<file path="config.mk">
export PLATFORM = sky130hd
export DESIGN_NAME = fir13_stream_ctrl
export DESIGN_NICKNAME = d
export VERILOG_FILES = /design/src/rtl/fir13_pkg.sv /design/src/rtl/fir13_tag_delay.sv /design/src/rtl/fir13_stream_ctrl.sv
export SDC_FILE = /design/constraint.sdc
export NUM_CORES = 1
export LEC_CHECK = 0
export ABC_CLOCK_PERIOD_IN_PS = 2250
export CAP_MARGIN = 20
export CORE_MARGIN = 5
export CORE_UTILIZATION = 40
export CTS_CLUSTER_SIZE = 12
export DETAILED_ROUTE_END_ITERATION = 10
export GPL_ROUTABILITY_DRIVEN = 0
export GPL_TIMING_DRIVEN = 0
export PLACE_DENSITY_LB_ADDON = 0.25
export RECOVER_POWER = 25
export SLEW_MARGIN = 20
export SYNTH_ARGS = -nofsm -noshare
export SYNTH_HDL_FRONTEND = slang
export SYNTH_SLANG_ARGS = --single-unit
</file>
<file path="constraint.sdc">
create_clock -name clk -period 2.25 [get_ports clk]
set_clock_uncertainty 0.2 [all_clocks]
set_input_delay 0.5625 -clock clk [delete_from_list [all_inputs] [get_ports clk]]
set_output_delay 0.5625 -clock clk [all_outputs]
set_load 0.05 [all_outputs]
</file>
<file path="src/rtl/fir13_pkg.sv">
// rtl/fir13_pkg.sv - shared types and constants for the fir13 stream controller
//
// Contents:
//   FIR13_TAPS       filter tap count (13)
//   FIR13_SAMPLE_W   sample width (8, two's complement)
//   fir13_state_e    controller states IDLE / RUN / FLUSH
//   fir13_tag_t      {valid, last} tag that travels alongside each filter input
package fir13_pkg;

    localparam int FIR13_TAPS     = 13;
    localparam int FIR13_SAMPLE_W = 8;

    typedef enum logic [1:0] {
        FIR13_IDLE  = 2'd0,
        FIR13_RUN   = 2'd1,
        FIR13_FLUSH = 2'd2
    } fir13_state_e;

    typedef struct packed {
        logic valid;
        logic last;
    } fir13_tag_t;

endpackage

</file>
<file path="src/rtl/fir13_tag_delay.sv">
// rtl/fir13_tag_delay.sv - LAT-stage shift register for the {valid, last} tag
//
// Parameters:
//   LAT      number of register stages (>= 1)
// Ports:
//   clk      rising-edge clock
//   n_rst    asynchronous active-low reset, clears every stage
//   tag_in   tag entering the pipeline
//   tag_out  tag after LAT edges
module fir13_tag_delay
    import fir13_pkg::*;
#(
    parameter int LAT = 1
) (
    input  logic       clk,
    input  logic       n_rst,
    input  fir13_tag_t tag_in,
    output fir13_tag_t tag_out
);

    fir13_tag_t stage_d [LAT];
    fir13_tag_t stage_q [LAT];

    always_comb begin
        stage_d[0] = tag_in;
        for (int i = 1; i < LAT; i++) begin
            stage_d[i] = stage_q[i-1];
        end
    end

    always_ff @(posedge clk or negedge n_rst) begin
        if (!n_rst) begin
            for (int i = 0; i < LAT; i++) begin
                stage_q[i] <= '0;
            end
        end else begin
            for (int i = 0; i < LAT; i++) begin
                stage_q[i] <= stage_d[i];
            end
        end
    end

    assign tag_out = stage_q[LAT-1];

endmodule

</file>
<file path="src/rtl/fir13_stream_ctrl.sv">
// rtl/fir13_stream_ctrl.sv - frame sequencer feeding a free-running 13-tap FIR
//
// Drives the filter input every cycle: frame samples while a frame is
// active, zeros when idle, and TAPS-1 zero flush samples after each frame.
// A {valid, last} tag follows each filter input through FIR_LAT stages so
// m_valid/m_last line up with the filter output.
//
// Optional feature macro: FIR13_CTRL_UNDERRUN_ERR_EN
//   defined     err is a sticky flag set by any RUN-state underrun cycle,
//               cleared by err_clr (a simultaneous underrun wins)
//   undefined   err is held at 0 and err_clr is ignored
//
// Ports:
//   clk, n_rst          clock, asynchronous active-low reset
//   s_valid/s_ready     input sample handshake
//   s_data, s_last      signed sample, end-of-frame marker
//   fir_x               registered drive to the filter x_in
//   fir_y               filter y_out
//   m_valid, m_last     output sample / final output of frame (incl. tail)
//   m_data              fir_y pass-through
//   m_count             outputs emitted so far in the current frame
//   busy                controller not idle
//   err, err_clr        sticky underrun flag and its clear
module fir13_stream_ctrl
    import fir13_pkg::*;
#(
    parameter int TAPS    = FIR13_TAPS,
    parameter int FIR_LAT = 1,
    parameter int CNT_W   = 12
) (
    input  logic                             clk,
    input  logic                             n_rst,
    input  logic                             s_valid,
    output logic                             s_ready,
    input  logic signed [FIR13_SAMPLE_W-1:0] s_data,
    input  logic                             s_last,
    output logic signed [FIR13_SAMPLE_W-1:0] fir_x,
    input  logic signed [FIR13_SAMPLE_W-1:0] fir_y,
    output logic                             m_valid,
    output logic signed [FIR13_SAMPLE_W-1:0] m_data,
    output logic                             m_last,
    output logic [CNT_W-1:0]                 m_count,
    output logic                             busy,
    output logic                             err,
    input  logic                             err_clr
);

    localparam int FCW = $clog2(TAPS);

    localparam logic [1:0] ST_IDLE  = FIR13_IDLE;
    localparam logic [1:0] ST_RUN   = FIR13_RUN;
    localparam logic [1:0] ST_FLUSH = FIR13_FLUSH;

    logic [1:0]                       state_q,     state_d;
    logic [FCW-1:0]                   flush_cnt_q, flush_cnt_d;
    logic signed [FIR13_SAMPLE_W-1:0] fir_x_q,     fir_x_d;
    fir13_tag_t                       tag_q,       tag_d;
    logic [CNT_W-1:0]                 m_count_q,   m_count_d;
    logic                             err_q,       err_d;

    fir13_tag_t tag_out;
    logic       accept;
    logic       underrun;

    // Gated by n_rst so nothing is accepted while reset is held.
    assign s_ready = n_rst && (state_q != ST_FLUSH);
    assign accept  = s_valid && s_ready;

    always_comb begin
        state_d     = state_q;
        flush_cnt_d = flush_cnt_q;
        fir_x_d     = '0;
        tag_d       = '0;
        underrun    = 1'b0;

        case (state_q)
            ST_IDLE: begin
                if (accept) begin
                    fir_x_d     = s_data;
                    tag_d.valid = 1'b1;
                    if (s_last) begin
                        state_d     = ST_FLUSH;
                        flush_cnt_d = FCW'(TAPS - 1);
                    end else begin
                        state_d = ST_RUN;
                    end
                end
            end
            ST_RUN: begin
                // Every RUN cycle is a frame sample; a missing input becomes zero.
                tag_d.valid = 1'b1;
                if (accept) begin
                    fir_x_d = s_data;
                    if (s_last) begin
                        state_d     = ST_FLUSH;
                        flush_cnt_d = FCW'(TAPS - 1);
                    end
                end else begin
                    underrun = 1'b1;
                end
            end
            ST_FLUSH: begin
                tag_d.valid = 1'b1;
                flush_cnt_d = flush_cnt_q - FCW'(1);
                if (flush_cnt_q == FCW'(1)) begin
                    tag_d.last = 1'b1;
                    state_d    = ST_IDLE;
                end
            end
            default: begin
                state_d = ST_IDLE;
            end
        endcase
    end

    always_comb begin
        m_count_d = m_count_q;
        if (tag_out.valid && tag_out.last) begin
            m_count_d = '0;
        end else if (tag_out.valid) begin
            m_count_d = m_count_q + CNT_W'(1);
        end
    end

`ifdef FIR13_CTRL_UNDERRUN_ERR_EN
    always_comb begin
        err_d = err_q;
        if (underrun) begin
            err_d = 1'b1;
        end else if (err_clr) begin
            err_d = 1'b0;
        end
    end
`else
    logic unused_err_inputs;
    assign unused_err_inputs = err_clr ^ underrun;

    always_comb begin
        err_d = 1'b0;
    end
`endif

    always_ff @(posedge clk or negedge n_rst) begin
        if (!n_rst) begin
            state_q     <= ST_IDLE;
            flush_cnt_q <= '0;
            fir_x_q     <= '0;
            tag_q       <= '0;
            m_count_q   <= '0;
            err_q       <= 1'b0;
        end else begin
            state_q     <= state_d;
            flush_cnt_q <= flush_cnt_d;
            fir_x_q     <= fir_x_d;
            tag_q       <= tag_d;
            m_count_q   <= m_count_d;
            err_q       <= err_d;
        end
    end

    fir13_tag_delay #(
        .LAT (FIR_LAT)
    ) u_tag_delay (
        .clk     (clk),
        .n_rst   (n_rst),
        .tag_in  (tag_q),
        .tag_out (tag_out)
    );

    assign fir_x   = fir_x_q;
    assign m_valid = tag_out.valid;
    assign m_last  = tag_out.last;
    assign m_data  = fir_y;
    assign m_count = m_count_q;
    assign busy    = (state_q != ST_IDLE);
    assign err     = err_q;

endmodule

</file>
======== Yosys cells after proc, flatten, opt, wreduce, memory -nomap -nowiden ========
Index checks and enable logic that the tools add are counted.
word-level totals
  register bits after elaboration ......... 30
  bits of input ports ..................... 21
  output and inout bits ................... 33
  logic and storage cells ................. 48
cells by class
  $add $sub $neg .......................... 2
  eq/ne operators ......................... 10
  multiplexer cells ....................... 17
  reductions and logical operators ........ 11
operators by type and width
  kind                                               number
  two-way mux 12 bit                                 2
  two-way mux 8 bit                                  2
  adder 12 x 1 -> 12 bit (second input constant)     1
  two-way mux 2 bit                                  5
  != test 2 bit (second input constant)              5
  two-way mux 4 bit                                  2
  one-hot mux 4 bit (2 select lines)                 1
  one-hot mux 2 bit (3 select lines)                 1
  nonzero test 2 bit                                 3
  == test 4 x 1 -> 1 bit (second input constant)     1
  != test 2 x 1 -> 1 bit (second input constant)     2
  AND reduction 4 bit                                1
  OR reduction 2 bit                                 2
  subtractor 4 x 1 -> 4 bit (second input constant)  1
  logical AND 1 bit                                  3
  two-way mux 1 bit                                  3
  AND reduction 3 bit                                1
  == test 2 x 1 -> 1 bit (second input constant)     1
  == test 2 bit (second input constant)              1
  zero test 2 bit                                    1
  one-hot mux 1 bit (2 select lines)                 1

======== Logic depth before layout (Yosys ltp) ========
Gate-level depths: netlist of run 1.
  word-level depth ........................ 5
  mapped depth ............................ 7
  depth with buffers taken out ............ 5

======== Modules after synthesis ========
A second synthesis of run 1 with hierarchy kept.
second synthesis, totals
  cell total of the unflattened synthesis .. 152
  area, all modules ....................... 1,546.5 µm²
by module, submodules not included
  module             instances  cells each  area an instance (µm²)  sequential area each (µm²)
  fir13_stream_ctrl  1          150         1,496.4                 700.7
  fir13_tag_delay    1          2           50.0                    50.0

======== Worst setup path before layout of run 1 ========
No wires, ideal clock.
  kind .................................... reg2out
  start ................................... reg state_q[0]
  end ..................................... out s_ready
  arrival ................................. 1,479 ps
  data required time ...................... 1,487 ps
  path slack .............................. 8 ps
  cell stages (with the launch flop) ...... 5
  buffers on the path ..................... 1
  cell sequence ........................... dfrtp_1 > inv_1 > ha_1 > buf_2 > nor2b_1
on the way
  longest elaborated chain between the ends .. 2
RTL lines
  element                 line                      source
  from (decl)             fir13_stream_ctrl.sv:54   logic [1:0] state_q, state_d;
  from (signal assigned)  fir13_stream_ctrl.sv:152  state_q <= state_d;
  != test 2 bit           fir13_stream_ctrl.sv:66   assign s_ready = n_rst && (state_q != ST_FLUSH);
  logical AND 1 bit       fir13_stream_ctrl.sv:66
  to (decl)               fir13_stream_ctrl.sv:34   output logic s_ready,
No other way between the ends.

======== Final worst setup path of run 1 ========
Ends and elaborated chain as after synthesis.

==> reports/metrics.cfg, run 1 <==
[routing]
routed-via-count=1274
drt-vias-per-instance=5.116
firstDrtPassIters=4
drc=0
postRouteAntennaNets=0
totalWireLength_mm=3.523
drt-initial-drc-count=63
routedWlPerCell_um=14.15

[cts]
clkTransAtPathRegs_ns=0.06
cts_sinks=30
ctsRootBufferMaster=clkbuf_8
htree_levels=2
cts_tree=done
clk_path_buf_depth=2
clk_latency_ns=0.28
cts_inserted_buffers=5

[grt]
grt_antenna_before_repair=0
track_usage_pct=14.50
grt_overflow=0
grt_max_degree=35
first_global_vias=1325
grt_pass1_wl_mm=5.858

[yosys]
synth_edf_count=0
synth_most_common_cell=dfrtp_1
synthFlopType=dfrtp_1
syn_nets=177
yosys.area.top_type=dfrtp_1
synthTopCellsByCount=30 x dfrtp_1, 11 x nand2_1, 10 x buf_4, 10 x inv_1
synth_top_area_share_pct=49.83
synth_seq_cells=30
synth-seq-area-share_pct=49.83
synth.area.top_cells=dfrtp_1 50%, ha_1 5.8%, buf_4 5.0%, and3_1 3.7%, a21oi_1 3.0%
syn_area_sq_um=1506
syn_inst=149
syn_area_per_cell_sq_um=10.11
async_reset_ff_share_pct=100.0
yosysUniqueCellTypes=37
ys_warn_count=0

[floorplanning]
die-area_sq_um=5094
rows=22
io_pins=54
core-area_sq_um=3661
floorplan.initialDensity_pct=41.15
die_x_um=71.37
dieHeight_um=71.37

[setup_path]
critPathLaunch=state_q[0]
crit_path_top_delay_cell=dfrtp_1
crit_type=flip-flop to primary output
cp_cell_sequence=inv_1, ha_1, buf_2, nor2b_2, buf_6
cp-start-kind=flip-flop
r2r_end=flush_cnt_q[3]
reg2reg_depth=6
cp.required_ns=1.49
path_max_fanout=10
crit_path_end_kind=primary output
critPathMaxStageDelay_ns=0.39
regToRegSetupSlack_ns=0.10
crit_arrival_ns=1.43
r2r_start=state_q[0]

[pwr]
leakage_nw=1.042
peakVddDrop_mv=0.6461
power-per-cell-area_nw_per_um2=1124

[timing]
slew_violations=0
setup_slack_ns=0.05568
tightest_slew_ns=0.5048
min_period_ns=2.194
hold_ws_ns=0.0008462
fin_crit_sh_pct=97.53
slew_headroom_pct=66.24
fmax_mhz=455.7
setup_viol=0
finalHoldViolations=0

[final_layout]
diodes=0
drive_gt1_share_pct=13.93
fin_util_pct=57.42
fillerInstances=332
final_nets=228
area_growth_pct=39.54

[job]
maxCapViolations=0

[placement]
io_buffers=43
hpwlAfterDp_mm=2.603
dpl_worst_slack_ns=-0.7134

[min_path]
hold_class=input pin to async pin

[status]
status=finished clean

[state kept, by name, indices dropped and copies added, names as in the netlist]
name and cells:
state_q 2, tag_q 2, m_count 12, fir_x 8, flush_cnt_q 4, u_tag_delay.tag_out 2
[cells in the final DEF, fill, tap and decap left out, types with 2 or more instances in the layout]
cell type / synthesis / final
a21o_1: 2 / 2
a21oi_1: 9 / 9
a221oi_1: 2 / 2
and3_1: 9 / 9
buf_4: 10 / 12
clkbuf_1: 2 / 2
clkbuf_8: 0 / 5
clkdlybuf4s50_1: 0 / 26
clkinv_2: 0 / 2
dfrtp_1: 30 / 30
dlygate4sd2_1: 0 / 13
ha_1: 7 / 7
inv_1: 10 / 10
mux2i_1: 3 / 3
nand2_1: 11 / 11
nand2b_1: 2 / 2
nand3_1: 3 / 3
nand4_1: 4 / 4
nor2_1: 4 / 4
nor2b_1: 3 / 2
nor4_1: 2 / 2
o21ai_0: 9 / 9
o31ai_1: 3 / 3
or3_1: 3 / 3
or4_1: 5 / 5
[metal layers]
metal | wire [um] | part of all wire [%] | up-vias | global-route usage [%]
met2 | 1838 | 52 | 33 | 25.61
met5 | 0 | 0 | - | 0
li1 | - | - | 626 | -
met1 | 1433 | 41 | 609 | 15.68
met3 | 192 | 5.4 | 6 | 4.769
met4 | 59 | 1.7 | 0 | 6.472
[where the power goes]
group | internal, W | total [W] | switching, W
Combinational | 0.000353 | 0.00105 | 0.000699
Clock | 0.000325 | 0.000529 | 0.000204
Sequential | 0.000658 | 0.000782 | 0.000124
[timing repair]
action,4_1_cts,5_1_grt
cloned,0,0
endpoints found under the setup margin,15,4
gates resized for setup,25,1
hold endpoints to repair,0,0
pin swaps,0,0
buffers inserted,0,1
hold buffers,0,0
[area by class of cell]
class / instances / area [sq um] / area share [%]
Buffer: 13 / 87.58 / 4.167
Clock inverter: 3 / 40.04 / 1.905
Tap cell: 48 / 60.06 / 2.857
Clock buffer: 5 / 68.82 / 3.274
Multi-Input combinational cell: 96 / 633.1 / 30.12
Timing Repair Buffer: 44 / 424.2 / 20.18
Inverter: 10 / 37.54 / 1.786
Sequential cell: 30 / 750.7 / 35.71
[worst max path at each step]
stage / end / cells past startpoint
detailed placement: s_ready / 3
floorplan: s_ready / 4
global placement: s_ready / 3
CTS: s_ready / 5
global route: s_ready / 5
finish: s_ready / 5
[per-stage QoR]
step / cells / power, W / instance area, sq um / setup TNS (ns)
5_1_grt: 249 / 0.002512 / 2102 / -0.005767
6_report: 249 / 0.002363 / 2102 / 0
4_1_cts: 248 / 0.002384 / 2092 / 0
3_3_place_gp: 240 / 0.001829 / 1997 / -20.06
3_5_place_dp: 240 / 0.001875 / 1992 / -1.161
2_1_floorplan: 149 / 0.001517 / 1506 / 0
[critical path: cells and delay by family (launching register included)]
family | cells | cell delay (ns)
fa+ha+maj | 1 | 0.20
buf+inv | 3 | 0.42
flops | 1 | 0.39
simple gates | 1 | 0.14
[cell families (layout without fill, tap and decap cells)]
| kind of cell | Yosys count | count (layout) | share of synthesized area (%) |
|---|---|---|---|
| AND/OR/NAND/NOR | 55 | 55 | 21.59 |
| adder cells (fa/ha/maj) | 7 | 7 | 5.814 |
| buffers and inverters | 23 | 75 | 8.306 |
| flip-flops | 30 | 30 | 49.83 |
| other | 1 | 1 | 0.2489 |
| multiplexers | 3 | 3 | 1.993 |
| AO/OA/AOI/OAI | 30 | 30 | 12.21 |
Note: power is estimated with default switching activity, not from simulation.
==> run 2, diff against run 1 <==
--- a/config.mk
+++ b/config.mk
@@ -5,7 +5,7 @@
 export SDC_FILE = /design/constraint.sdc
 export NUM_CORES = 1
 export LEC_CHECK = 0
-export ABC_CLOCK_PERIOD_IN_PS = 2250
+export ABC_CLOCK_PERIOD_IN_PS = 2700
 export CAP_MARGIN = 20
 export CORE_MARGIN = 5
 export CORE_UTILIZATION = 40
@@ -15,6 +15,7 @@
 export GPL_TIMING_DRIVEN = 0
 export PLACE_DENSITY_LB_ADDON = 0.25
 export RECOVER_POWER = 25
+export SKIP_LAST_GASP = 1
 export SLEW_MARGIN = 20
 export SYNTH_ARGS = -nofsm -noshare
 export SYNTH_HDL_FRONTEND = slang
==> constraint.sdc (replaced) <==
create_clock -name clk -period 2.7 [get_ports clk]
set_clock_uncertainty 0.2 [all_clocks]
set_input_delay 0.675 -clock clk [delete_from_list [all_inputs] [get_ports clk]]
set_output_delay 0.675 -clock clk [all_outputs]
set_load 0.05 [all_outputs]
==> reports/metrics.cfg, run 2 (synthesized netlist as in run 1, its figures left out) <==
[timing]
slew_headroom_pct=65.76  ; was 66.24%
setup_slack_ns=0.1697  ; was 0.05568 ns
setup_viol=0  ; unchanged
min_period_ns=2.530
fmax_mhz=395.2
slew_violations=0  ; unchanged
finalHoldViolations=0  ; unchanged
grt_setup_unrepaired=false
fin_crit_sh_pct=93.72
tightest_slew_ns=0.5120  ; was 0.5048 ns

[floorplanning]
floorplan.initialDensity_pct=41.15  ; unchanged
io_pins=54  ; unchanged
core-area_sq_um=3661  ; unchanged
die_x_um=71.37  ; unchanged
rows=22  ; unchanged
die-area_sq_um=5094  ; unchanged
dieHeight_um=71.37  ; unchanged

[grt]
grt_antenna_before_repair=0  ; unchanged
grt_overflow=0  ; unchanged
grt_pass1_wl_mm=5.830  ; was 5.858 mm
track_usage_pct=14.45  ; was 14.50%
grt_max_degree=35  ; unchanged
first_global_vias=1320  ; was 1325

[setup_path]
cp_cell_sequence=clkdlybuf4s50_1  ; was inv_1, ha_1, buf_2, nor2b_2, buf_6
path_max_fanout=9  ; was 10
critical_path.endpoint=m_last  ; was s_ready
crit_path_top_delay_cell=clkdlybuf4s50_1  ; was dfrtp_1
crit_arrival_ns=1.66  ; was 1.43 ns
reg2reg_depth=6  ; unchanged
cp-start-kind=flip-flop  ; unchanged
path_delay_family=buffers and inverters  ; unchanged
critical_path_buf_inv_count=1  ; was 3
r2r_start=state_q[0]  ; unchanged
worst-path-stages=1  ; was 5
critPathMaxStageDelay_ns=0.86  ; was 0.39 ns
crit_path_end_kind=primary output  ; unchanged
r2r_end=flush_cnt_q[3]  ; unchanged
cp.required_ns=1.82  ; was 1.49 ns
crit_type=flip-flop to primary output  ; unchanged
regToRegSetupSlack_ns=0.53  ; was 0.10 ns
critPathLaunch=u_tag_delay.tag_out[0]  ; was state_q[0]

[job]
maxCapViolations=0  ; unchanged

[cts]
ctsRootBufferMaster=clkbuf_8  ; unchanged
clk_path_buf_depth=2  ; unchanged
hold_buffers=0  ; unchanged
cts_inserted_buffers=5  ; unchanged
cts_sinks=30  ; unchanged
htree_levels=2  ; unchanged
clk_latency_ns=0.28  ; about the same
cts_resized=3  ; was 25
post-cts-setup-buffers=0  ; unchanged
clkTransAtPathRegs_ns=0.06  ; about the same
cts_tree=done  ; unchanged

[final_layout]
fillerInstances=328  ; was 332
area_growth_pct=39.20  ; was 39.54%
final_area_sq_um=2097  ; was 2102 sq um
regArea_sq_um=750.7  ; unchanged
multi_input_area_sq_um=630.6  ; was 633.1 sq um
drive_gt1_share_pct=12.50  ; was 13.93%
diodes=0  ; unchanged
final_common_cell=clkdlybuf4s50_1  ; was dfrtp_1
layout_common_cells=40 x clkdlybuf4s50_1, 30 x dfrtp_1, 11 x buf_4, 11 x nand2_1, 10 x inv_1  ; was 30 x dfrtp_1, 26 x clkdlybuf4s50_1, 13 x dlygate4sd2_1, 12 x buf_4, 11 x nand2_1
largest_reg_flops=12  ; unchanged
final_nets=227  ; was 228

[routing]
postRouteAntennaNets=0  ; unchanged
drt-vias-per-instance=5.117  ; was 5.116
firstDrtPassIters=4  ; unchanged
routed-via-count=1269  ; was 1274
totalWireLength_mm=3.514  ; was 3.523 mm
routedWlPerCell_um=14.17  ; was 14.15 um
drc=0  ; unchanged
drt-initial-drc-count=63  ; unchanged

[pwr]
p_total_w=0.001983  ; was 0.002363 W
leakage_nw=0.9691  ; was 1.042 nW
peakVddDrop_mv=0.5054  ; was 0.6461 mV
power-per-cell-area_nw_per_um2=945.4  ; was 1124 nW/um^2

[placement]
place_area_sq_um=1992  ; unchanged
io_buffers=43  ; unchanged
dpl_worst_slack_ns=-0.4884  ; was -0.7134 ns
hpwlAfterDp_mm=2.603  ; unchanged

[min_path]
hold_class=input pin to async pin  ; unchanged

[status]
status=finished clean  ; unchanged

-- run 2: area by class of cell --
class	instances	area share [%]
flip-flops and latches	30	35.80
multi-input cells	96	30.07
repair buffers	43	20.11
plain buffers	13	4.177
clock buffers	5	3.282
well taps	48	2.864
clock inverters	3	1.909
inverters	10	1.790
-- run 2: how the worst min path moves through the flow --
stage | cells past startpoint | endpoint
2_1_floorplan | 0 | u_tag_delay.tag_out[0]
3_5_place_dp | 0 | u_tag_delay.tag_out[1]
4_1_cts | 1 | m_count[10]
5_1_grt | 1 | m_count[8]
6_report | 1 | m_count[8]
3_3_place_gp | 0 | u_tag_delay.tag_out[0]
-- run 2: routing by layer --
metal  track usage [%]  share of wire (%)  up-vias  wire length, um
li1                  -                  -      625                -
met1             15.59                 41      605             1457
met2             25.61                 52       33             1811
met3             4.628                5.3        6              186
met4             6.472                1.7        0               59
met5                 0                  0        -                0
-- run 2: where the power goes --
group	total (W)	switching [W]	internal [W]
Clock	0.000441	0.000170	0.000271
Combinational	0.000887	0.000577	0.000310
Sequential	0.000655	0.000107	0.000548
Total	0.00198	0.000854	0.00113
-- run 2: through the flow --
step                      utilization [%]  hold slack [ns]  cells  setup TNS [ns]
final                               57.28           0.1146    248               0
after floorplan                         -           0.1312    149               0
after detailed placement            54.41           0.1426    240         -0.4884
after global placement              54.55           0.1329    240          -9.667
after CTS                           57.38           0.1199    248       -0.003797
after global routing                57.28           0.1431    248               0
==> run 3, diff against run 2 <==
--- a/config.mk
+++ b/config.mk
@@ -9,6 +9,7 @@
 export CAP_MARGIN = 20
 export CORE_MARGIN = 5
 export CORE_UTILIZATION = 40
+export CTS_CLUSTER_DIAMETER = 30
 export CTS_CLUSTER_SIZE = 12
 export DETAILED_ROUTE_END_ITERATION = 10
 export GPL_ROUTABILITY_DRIVEN = 0
==> results of run 3 <==
The final DEF is identical to that of run 2; final timing and power are the same.
